## config.mk

```make
export PLATFORM = sky130hd
export DESIGN_NAME = chan_mbox_resp
export DESIGN_NICKNAME = d
export VERILOG_FILES = /design/src/rtl/chan_mbox_pkg.sv /design/src/rtl/chan_wd_sel.sv /design/src/rtl/chan_mbox_resp.sv
export SDC_FILE = /design/constraint.sdc
export NUM_CORES = 1
export LEC_CHECK = 0
export CORE_ASPECT_RATIO = 0.6
export CORE_UTILIZATION = 42
export CTS_BUF_LIST = sky130_fd_sc_hd__clkbuf_2
export CTS_CLUSTER_SIZE = 28
export DETAILED_ROUTE_END_ITERATION = 12
export PLACE_DENSITY = 0.95
export SLEW_MARGIN = 30
export SYNTH_ARGS = -nofsm -noshare
export SYNTH_HDL_FRONTEND = slang
export SYNTH_SLANG_ARGS = --single-unit
```

## constraint.sdc

```tcl
create_clock -name clk_mbc_h -period 3.9 [get_ports clk_mbc_h]
set_clock_uncertainty 0.05 [all_clocks]
set_input_delay 0.78 -clock clk_mbc_h [delete_from_list [all_inputs] [get_ports clk_mbc_h]]
set_output_delay 0.78 -clock clk_mbc_h [all_outputs]
set_load 0.005 [all_outputs]
```

## src/rtl/chan_mbox_pkg.sv

```systemverilog
// Shared definitions for the channel / memory-box word-transfer path:
// responder state encoding, default widths and the odd-parity helper.
package chan_mbox_pkg;

  localparam int ADR_W_DEF  = 22;
  localparam int DATA_W_DEF = 36;

  // Widest word the parity helper accepts; narrower words are zero-extended,
  // which leaves the XOR reduction unchanged.
  localparam int PAR_MAX_W  = 64;

  typedef enum logic [2:0] {
    ST_IDLE,
    ST_SELECT,
    ST_MEM,
    ST_XFER,
    ST_DONE
  } mbox_state_e;

  // Parity bit that makes data plus parity hold an odd number of ones.
  function automatic logic odd_par_bit(input logic [PAR_MAX_W-1:0] data);
    return ~(^data);
  endfunction

endpackage

```

## src/rtl/chan_wd_sel.sv

```systemverilog
// Next-word picker for a quad transfer: forward order takes the lowest
// remaining word, reverse order the highest.
module chan_wd_sel (
  input  logic [3:0] mask,
  input  logic       reverse,
  output logic [1:0] idx,
  output logic       none_left
);

  // Priority scan; the last matching index in loop order wins.
  always_comb begin
    // NOTE: every output gets a default before any conditional assignment so no latch is inferred.
    idx       = 2'd0;
    none_left = (mask == 4'b0000);
    if (reverse) begin
      for (int i = 0; i < 4; i++) begin
        if (mask[i]) idx = 2'(i);
      end
    end else begin
      for (int i = 3; i >= 0; i--) begin
        if (mask[i]) idx = 2'(i);
      end
    end
  end

endmodule

```

## src/rtl/chan_mbox_resp.sv

```systemverilog
// Memory-box responder: takes one quad-word channel request, runs one memory
// cycle per requested word and strobes each word back to the channel, with
// sticky NXM and parity error reporting.
module chan_mbox_resp
  import chan_mbox_pkg::*;
#(
  parameter int               ADR_W     = ADR_W_DEF,
  parameter int               DATA_W    = DATA_W_DEF,
  parameter logic [ADR_W-1:0] NXM_LIMIT = 22'h100000,
  parameter int               ACK_TMO   = 15
) (
  input  logic              clk_mbc_h,
  input  logic              mbc_reset_l,
  input  logic              ccl_chan_req_h,
  input  logic              ccl_chan_to_mem_h,
  input  logic              ccl_data_reverse_h,
  input  logic [3:0]        ccl_wd_req_h,
  input  logic [ADR_W-1:0]  ccl_chan_adr_h,
  input  logic [DATA_W-1:0] ccl_chan_data_h,
  input  logic              ccl_chan_par_h,
  output logic              mbc_busy_h,
  output logic [1:0]        mbc_wd_num_h,
  output logic              mbc_wd_ready_h,
  output logic [DATA_W-1:0] mbc_chan_data_h,
  output logic              mbc_chan_par_h,
  output logic              mbc_done_h,
  output logic              mbc_nxm_err_h,
  output logic              mbc_par_err_h,
  output logic              mem_req_h,
  output logic              mem_wr_h,
  output logic [ADR_W-1:0]  mem_adr_h,
  output logic [DATA_W-1:0] mem_wdata_h,
  input  logic              mem_ack_h,
  input  logic [DATA_W-1:0] mem_rdata_h,
  input  logic              mem_rpar_h
);

  localparam int TMO_W = $clog2(ACK_TMO + 1);
  localparam logic [TMO_W-1:0] TMO_LAST = TMO_W'(ACK_TMO - 1);

  mbox_state_e state_q, state_d;

  logic [ADR_W-3:0]  adr_q;      // quad address; word bits come from wd_num_q
  logic [3:0]        rem_q;      // words still to service
  logic              wr_q;
  logic              rev_q;
  logic [1:0]        wd_num_q;
  logic [DATA_W-1:0] rdata_q;
  logic              rpar_q;
  logic              nxm_q;
  logic              par_err_q;
  logic [TMO_W-1:0]  tmo_q;      // cycles spent in MEM; zero marks MEM entry

  logic [1:0] sel_idx;
  logic       sel_none;

  logic accept;
  logic adr_nxm;
  logic wr_par_bad;
  logic mem_active;
  logic tmo_hit;
  logic rd_par_bad;

  chan_wd_sel u_wd_sel (
    .mask      (rem_q),
    .reverse   (rev_q),
    .idx       (sel_idx),
    .none_left (sel_none)
  );

  assign accept  = (state_q == ST_IDLE) && ccl_chan_req_h;
  assign adr_nxm = (ccl_chan_adr_h >= NXM_LIMIT);

  // Write parity is judged on the first MEM cycle; a bad word never reaches memory.
  assign wr_par_bad = (state_q == ST_MEM) && wr_q && (tmo_q == '0) &&
                      (odd_par_bit(PAR_MAX_W'(ccl_chan_data_h)) != ccl_chan_par_h);
  assign mem_active = (state_q == ST_MEM) && !wr_par_bad;
  assign tmo_hit    = mem_active && !mem_ack_h && (tmo_q == TMO_LAST);
  assign rd_par_bad = mem_active && !wr_q && mem_ack_h &&
                      (odd_par_bit(PAR_MAX_W'(mem_rdata_h)) != mem_rpar_h);

  // State register.
  always_ff @(posedge clk_mbc_h or negedge mbc_reset_l) begin
    if (!mbc_reset_l) begin
      state_q <= ST_IDLE;
    end else begin
      // NOTE: clocked state uses non-blocking assignments so every register samples pre-edge values.
      state_q <= state_d;
    end
  end

  // Next-state decode.
  always_comb begin
    state_d = state_q;
    unique case (state_q)
      ST_IDLE:   if (ccl_chan_req_h) state_d = adr_nxm ? ST_DONE : ST_SELECT;
      ST_SELECT: state_d = sel_none ? ST_DONE : ST_MEM;
      ST_MEM: begin
        if (wr_par_bad || mem_ack_h) state_d = ST_XFER;
        else if (tmo_hit)            state_d = ST_DONE;
      end
      ST_XFER:   state_d = ST_SELECT;
      ST_DONE:   state_d = ST_IDLE;
      default:   state_d = ST_IDLE;
    endcase
  end

  // Outputs decoded from state; memory outputs are held at zero outside a live cycle.
  always_comb begin
    mbc_busy_h     = (state_q == ST_SELECT) || (state_q == ST_MEM) || (state_q == ST_XFER);
    mbc_wd_ready_h = (state_q == ST_XFER);
    mbc_done_h     = (state_q == ST_DONE);
    mbc_wd_num_h   = (state_q == ST_SELECT) ? sel_idx : wd_num_q;
    mem_req_h      = mem_active;
    mem_wr_h       = mem_active && wr_q;
    mem_adr_h      = mem_active ? {adr_q, wd_num_q} : '0;
    mem_wdata_h    = (mem_active && wr_q) ? ccl_chan_data_h : '0;
  end

  assign mbc_chan_data_h = rdata_q;
  assign mbc_chan_par_h  = rpar_q;
  assign mbc_nxm_err_h   = nxm_q;
  assign mbc_par_err_h   = par_err_q;

  // Request latching, word bookkeeping, ack timeout and error flags.
  always_ff @(posedge clk_mbc_h or negedge mbc_reset_l) begin
    if (!mbc_reset_l) begin
      adr_q     <= '0;
      rem_q     <= '0;
      wr_q      <= 1'b0;
      rev_q     <= 1'b0;
      wd_num_q  <= '0;
      rdata_q   <= '0;
      rpar_q    <= 1'b0;
      nxm_q     <= 1'b0;
      par_err_q <= 1'b0;
      tmo_q     <= '0;
    end else begin
      unique case (state_q)
        ST_IDLE: begin
          if (accept) begin
            adr_q     <= ccl_chan_adr_h[ADR_W-1:2];
            rem_q     <= ccl_wd_req_h;
            wr_q      <= ccl_chan_to_mem_h;
            rev_q     <= ccl_data_reverse_h;
            nxm_q     <= adr_nxm;
            par_err_q <= 1'b0;
          end
        end
        ST_SELECT: begin
          wd_num_q <= sel_idx;
          tmo_q    <= '0;
        end
        ST_MEM: begin
          if (mem_active && !mem_ack_h) tmo_q <= tmo_q + TMO_W'(1);
          if (tmo_hit) nxm_q <= 1'b1;
          if (mem_active && mem_ack_h && !wr_q) begin
            rdata_q <= mem_rdata_h;
            rpar_q  <= mem_rpar_h;
          end
          if (wr_par_bad || rd_par_bad) par_err_q <= 1'b1;
        end
        ST_XFER: rem_q[wd_num_q] <= 1'b0;
        default: ;
      endcase
    end
  end

endmodule

```

==> impl_results.md, run 1 <==
* Status: finished with violations
* Failing checks: negative setup slack
* Crit-path max FO at 7
* Grt total ovfl at 0
* Fin crit period at about 4.1 ns
* Initial antenna violation count at 0
* Post-synth ARST share at 1.000
* Via count at approximately 4000
* Critical path class: input port to output port
* First-pass GRT wire length at around 22 mm
* Multi-input logic area at approximately 0.0024 mm2
* Critical-path cell list: buf_6, xnor3_1, xnor3_1, xnor3_1, or4_4, mux2i_4, nor2_4, buf_12, buf_12, buf_6, and3_4, buf_6
* Fmax at ~250 MHz
* DIE WIDTH at 130.0 um
* Commonest cells after routing, fill and taps aside: 126 x nand2_1, 111 x clkdlybuf4s50_1, 74 x dfrtp_1
* Critical Path Sink Type: output port
* Worst setup path start: ccl_chan_data_h[18]
* Reg-to-reg endpoint: mbc_chan_data_h[35]
* Data arrival time of the worst path at approximately 3.2 ns
* Drt first-iter violations at a little over 200
* Hold WC Path Type: input port to asynchronous set/reset pin
* Pre-CTS setup slack at -0.6019 ns
* Area grow syn2layout at 63.26%
* Die area at 0.01025 mm2
* # IOs at 210
* Die height at 78.83 um
* Hold Fails Final Rpt at 0
* Worst rel slew slack at 0.5039
* Register Area at between 0.0015 and 0.002 mm2
* CP peak stage delay at around 0.44 ns
* Syn avg cell area at approximately 9.4 um2
* Hpwl dp at roughly 9.5 mm
* Clock Latency Late Sink at between 0.5 and 0.6 ns
* CTS Buffer Depth at 2
* Average wire per standard cell at between 15 and 20 um
* Worst path required time at roughly 3.1 ns
* Seq/Total Area, Yosys at 0.4482
* Placer Congestion at about 0.9
* H-tree Lvls at 3
* Path depth of the worst reg2reg path at 8
* Mapped Cells at 441
* VDD IR-drop max at 0.3570 mV
* DRC errors left at 0
* Commonest non-fill, non-tap cell in the layout: nand2_1
* TritonRoute pass-1 iters at 4
* Core Util, Final at 0.7208
* Critical Path Start Type: input port
* Netlist cell types at 40
* Clock slew at the register clock pins of the worst setup and hold paths at 0.20 ns
* FF-to-FF Start: state_q[1]
* GRT Util Overall at 0.2799
* TritonCTS clock tree: built
* Ys Warns at 0
* Max_cap viols at 0
* P_leak at ~3.2 nW
* Max Transition Viols Final at 0
* Port bufs at about 210
* Total Routed Length at ~14 mm
* RSZ-0062 raised after global routing: true
* R2R Setup Slk at ~1.1 ns
* Post-synth EDFFs at 0
* Row Count at 27
* Filler cell count at 665
* Core area at between 0.009 and 0.01 mm2
* FF+latch count, synth at 74
* Largest net degree at the start of global routing at 75
* Via density per instance at ~5.0
* Nets at around 760
* Number of global-route vias before repair at about 4100
* Slowest-stage cell, CP: or4_4
* Critical path endpoint: mem_wdata_h[26]
* Clock sinks at 74
* Worst Tran Pin Value at about 0.74 ns
* Worst setup margin at -0.1541 ns
* Fin crit share at 1.040
* Dominant synthesized flop cell: dfrtp_1
* Fraction of layout cells with a size suffix above 1 at 0.2957
* Setup violators final at between 40 and 50
* Mapped cell area at between 0.004 and 0.005 mm2
* Antenna Nets Post-Route at 0
* CTS buffer count at 9
* Pwr per Cell Area at ~590 mW/mm2
* Initial Utilization at 0.4415
* Clock Tree Root: clkbuf_2
* Post-Syn Nets at between 500 and 600
-- worst max-delay path: cells and delay by family --
kind | cells | cell delay [ns]
muxes | 1 | 0.19
buffers and inverters | 5 | 0.56
xor gates and xnor gates | 3 | 1.00
and+or+nand+nor | 3 | 0.67
-- report_power, final --
| part | switching [mW] | total (mW) | leakage, nW | internal [mW] |
|---|---|---|---|---|
| logic | 0.927 | 2.20 | 2.22 | 1.27 |
| registers | 0.249 | 1.35 | 0.919 | 1.10 |
| clock network | 0.267 | 0.413 | 0.0678 | 0.146 |
| total | 1.44 | 3.96 | 3.21 | 2.52 |
-- worst min path at each step --
stage | startpoint | endpoint | slack, ns | depth (start not counted)
after detailed placement | mbc_chan_data_h[12] | mbc_chan_data_h[12] | 0.41 | 2
final | mbc_reset_l | mbc_chan_data_h[29] | 0.19 | 1
after CTS | mbc_reset_l | state_q[2] | 0.31 | 1
after floorplan | mbc_chan_data_h[0] | mbc_chan_data_h[0] | 0.42 | 2
after global routing | mbc_reset_l | rem_q[2] | 0.15 | 1
after global placement | mbc_chan_data_h[8] | mbc_chan_data_h[8] | 0.41 | 2
-- registers in the layout, indices dropped and copies added, names as in the netlist --
register,count
mbc_chan_par_h,1
mbc_nxm_err_h,1
adr_q,20
rem_q,4
state_q,3
tmo_q,4
mbc_chan_data_h,36
wd_num_q,2
mbc_par_err_h,1
wr_q,1
rev_q,1
-- per-layer routing --
layer,global-route usage,share of wire,vias up
li1,-,-,1851
met1,0.3326,0.40,1934
met2,0.4723,0.50,142
met3,0.09704,0.072,33
met4,0.09419,0.022,0
met5,0,0,-
-- cells by family (layout without fill, tap and decap cells) --
group / Yosys count / in the layout / share of synthesized area
simple gates: 219 / 219 / 0.2486
flops: 74 / 74 / 0.4482
mux: 25 / 25 / 0.07026
buf+inv: 34 / 249 / 0.03634
other cells: 0 / 1 / 0
compound gates: 18 / 18 / 0.02998
fa+ha+maj: 3 / 3 / 0.009086
xor+xnor: 68 / 68 / 0.1575
-- final cells by class --
| type | instances | area share |
|---|---|---|
| Clock buffer | 10 | 0.007420 |
| Clock inverter | 5 | 0.008347 |
| Sequential cell | 74 | 0.2745 |
| Multi-Input combinational cell | 333 | 0.3539 |
| Timing Repair Buffer | 227 | 0.3274 |
| Tap cell | 130 | 0.02411 |
| Antenna cell | 1 | 0.0003710 |
| Inverter | 7 | 0.003895 |
-- metrics by stage --
step                hold WS (ns)  TNS, ns  area (um2)  power, mW  cells
detailed placement        0.4124   -32.94        6319      3.258    759
global route              0.1467   -4.467        6743      4.224    786
floorplan                 0.4197        0        4131      2.258    441
finish                    0.1857   -2.526        6745      3.965    787
CTS                       0.3077   -2.303        6674      3.935    790
global placement          0.4085   -30.70        6319      3.144    759
-- synth_stat cells, types with 2 or more instances --
| cell | count | share of area |
|---|---|---|
| o21ai_0 | 5 | 0.0061 |
| mux2i_1 | 2 | 0.0048 |
| dfrtp_1 | 74 | 0.45 |
| xnor3_1 | 4 | 0.022 |
| ha_1 | 3 | 0.0091 |
| nand3_1 | 5 | 0.0061 |
| nor2_1 | 12 | 0.011 |
| and2_1 | 23 | 0.035 |
| xor2_1 | 9 | 0.019 |
| inv_1 | 7 | 0.0064 |
| or3b_2 | 2 | 0.0042 |
| clkbuf_1 | 23 | 0.021 |
| and3_1 | 36 | 0.055 |
| buf_6 | 3 | 0.0082 |
| nor3_1 | 6 | 0.0073 |
| mux2_2 | 22 | 0.060 |
| xnor2_1 | 55 | 0.12 |
| nand2_1 | 126 | 0.11 |
| a211oi_1 | 2 | 0.0036 |
| a21oi_1 | 2 | 0.0024 |
-- what timing repair did --
item                       in CTS  in global routing
hold endpoints to repair        0                  0
hold buffers                    0                  0
gates resized for setup       319                 81
setup endpoints to repair      60                 59
cloned                          5                  0
pin swaps                      41                 16
setup buffers                  11                  1
No activity file was read; power rests on OpenSTA's default activity.
==> run 2: changes to the inputs <==
--- a/config.mk
+++ b/config.mk
@@ -11,6 +11,8 @@
 export CTS_CLUSTER_SIZE = 28
 export DETAILED_ROUTE_END_ITERATION = 12
 export PLACE_DENSITY = 0.95
+export REMOVE_ABC_BUFFERS = 1
+export SKIP_LAST_GASP = 1
 export SLEW_MARGIN = 30
 export SYNTH_ARGS = -nofsm -noshare
 export SYNTH_HDL_FRONTEND = slang
==> impl_results.md, run 2 (same netlist as run 1, synthesis figures left out) <==
* Pre-CTS setup slack at -0.6485 ns (-0.04658 ns)
* TritonCTS clock tree: built
* Path depth of the worst reg2reg path at 7 (-1)
* Critical path class: input port to output port
* Status: finished with violations
* Most used cell, CP: xnor3_1
* Clock sinks at 74 (unchanged)
* Multi-input logic area at 0.002355 mm2 (-1.4%)
* Hold Buf Count CTS at 0 (unchanged)
* Antenna Cells at 0 (-1)
* Total negative setup slack at -15.50 ns (-12.98 ns)
* Number of global-route vias before repair at 3997 (-3.2%)
* Hpwl dp at 9.502 mm (about the same)
* Critical Path Sink Type: output port
* Placer Congestion at 0.8307 (-7.9%)
* DRC errors left at 0 (unchanged)
* Total Routed Length at 13.76 mm (-3.5%)
* H-tree Lvls at 3 (unchanged)
* TritonRoute pass-1 iters at 5 (+1)
* Met3 Usage GRT at 0.06199 (-0.03504)
* Initial antenna violation count at 0 (unchanged)
* Core Util, Final at 0.7444 (+0.02353)
* Data arrival time of the worst path at 3.45 ns (+0.23 ns)
* CP peak stage delay at 0.51 ns (+0.07 ns)
* CTS Buffer Depth at 2 (unchanged)
* GRT Util Overall at 0.2649 (-0.01498)
* Global Route met2 Usage at 0.4495 (-0.02287)
* Commonest cells after routing, fill and taps aside: 126 x nand2_1, 111 x clkdlybuf4s50_1, 74 x dfrtp_1
* Clock Tree Root: clkbuf_2
* Failing checks: negative setup slack
* RSZ-0062 raised after global routing: true
* P_leak at 3.567 nW (+11%)
* Fin crit share at 1.097 (+0.05797)
* Worst setup margin at -0.3802 ns (-0.2261 ns)
* Clock slew at the register clock pins of the worst setup and hold paths at 0.21 ns (about the same)
* Crit-path max FO at 4 (-3)
* Area grow syn2layout at 68.59%
* First-pass GRT wire length at 20.58 mm (-4.8%)
* Via density per instance at 5.038 (+0.12%)
* Grt total ovfl at 0 (unchanged)
* Die area at 0.01025 mm2 (unchanged)
* Met1 usage at 0.3406 (+0.008002)
* Worst Tran Pin Value at 0.6643 ns (-0.07908 ns)
* Critical Path Start Type: input port
* Fin crit period at 4.280 ns (+0.2261 ns)
* Row Count at 27 (unchanged)
* Average wire per standard cell at 17.26 um (-4.7%)
* Initial Utilization at 0.4415 (unchanged)
* Core area at 0.009358 mm2 (unchanged)
* Setup violators final at 59 (+23%)
* Largest net degree at the start of global routing at 75 (unchanged)
* Layer with the highest usage: met2
* Max Transition Viols Final at 0 (unchanged)
* Antenna Nets Post-Route at 0 (unchanged)
* Fraction of layout cells with a size suffix above 1 at 0.2639 (-0.03186)
* VDD IR-drop max at 0.3362 mV (-5.8%)
* Hold WC Path Type: input port to asynchronous set/reset pin
* Worst rel slew slack at 0.5571 (+0.05326)
* Pwr per Cell Area at 589.3 mW/mm2 (+0.26%)
* Slowest-stage cell, CP: or4_4
* Nets at 771 (+1.3%)
* Die height at 78.83 um (unchanged)
* Hold Fails Final Rpt at 0 (unchanged)
* Filler cell count at 646 (-2.9%)
* Max_cap viols at 0 (unchanged)
* Worst path required time at 3.07 ns (about the same)
* DIE WIDTH at 130.0 um (unchanged)
* Register Area at 0.001852 mm2 (unchanged)
* Drt first-iter violations at 198 (-2.9%)
* Port bufs at 207 (unchanged)
* CTS buffer count at 9 (unchanged)
* Critical-path cell list: buf_6, xnor3_1, xnor3_1, xnor3_1, or4_4, mux2i_4, nor2_4, buf_12, buf_16, buf_8, buf_8, and3_4, buf_6
* Fmax at 233.6 MHz (-5.3%)
* Commonest non-fill, non-tap cell in the layout: nand2_1
* Clock Latency Late Sink at 0.48 ns (-0.03 ns)
* Via count at 4015 (+1.4%)
* Max reg flops at 36 (unchanged)
* # IOs at 210 (unchanged)
==> run 2: changes by cell type in the layout (fill, tap and decap cells not counted), moves of 5 or more <==
cell	before	now
buf_2	17	11
and2_1	4	9
and3_4	26	19
clkbuf_2	26	19
and2_4	19	14
dlymetal6s2s_1	2	19
and3_1	10	17
buf_4	8	14
==> run 2: metal layers <==
layer | wire, um | part of all wire | up-vias
met5 | 0 | 0 | -
met4 | 259 | 0.019 | 0
met3 | 844 | 0.061 | 30
met2 | 6828 | 0.50 | 163
met1 | 5827 | 0.42 | 1948
li1 | - | - | 1874
==> run 2: worst paths after layout <==
path	startpoint	to	slack (ns)
max	ccl_chan_data_h[18]	mem_wdata_h[17]	-0.38
min reg2reg	mbc_chan_data_h[28]	mbc_chan_data_h[28]	0.45
max in group asynchronous	mbc_reset_l	adr_q[17]	3.12
min	mbc_reset_l	mbc_chan_data_h[6]	0.22
max reg2reg	state_q[1]	mbc_par_err_h	1.51
min in group clk_mbc_h	mbc_chan_data_h[28]	mbc_chan_data_h[28]	0.45
==> run 2: area by class of cell <==
type,count,area share
flip-flops and latches,74,0.2659
repair buffers,237,0.3492
multi-input cells,333,0.3381
inverters,7,0.003772
well taps,130,0.02335
clock buffers,9,0.006467
clock inverters,7,0.01329
==> run 2: what timing repair did <==
item | CTS | global route
endpoints found under the setup margin | 60 | 60
pin swaps | 28 | 18
gates cloned | 4 | 1
buffers inserted | 9 | 7
resized for setup | 226 | 122
==> run 2: metrics by stage <==
| stage | power (mW) | hold slack [ns] | std cells | instance area [um2] |
|---|---|---|---|---|
| 2_1_floorplan | 2.204 | 0.4197 | 414 | 4008 |
| 3_3_place_gp | 3.156 | 0.4076 | 761 | 6334 |
| 3_5_place_dp | 3.257 | 0.4116 | 761 | 6334 |
| 4_1_cts | 3.932 | 0.3191 | 790 | 6655 |
| 5_1_grt | 4.361 | 0.1906 | 797 | 6965 |
| 6_report | 4.105 | 0.2197 | 797 | 6965 |
==> run 2: worst max-delay path: cells and delay by family <==
kind	cells	cell delay, ns
muxes	1	0.21
buffers and inverters	6	0.68
xor gates and xnor gates	3	1.00
and+or+nand+nor	3	0.76
==> run 2: report_power, final <==
| part | switching (mW) | internal, mW | total (mW) |
|---|---|---|---|
| Clock | 0.275 | 0.211 | 0.487 |
| Combinational | 0.929 | 1.34 | 2.27 |
| Sequential | 0.246 | 1.10 | 1.35 |
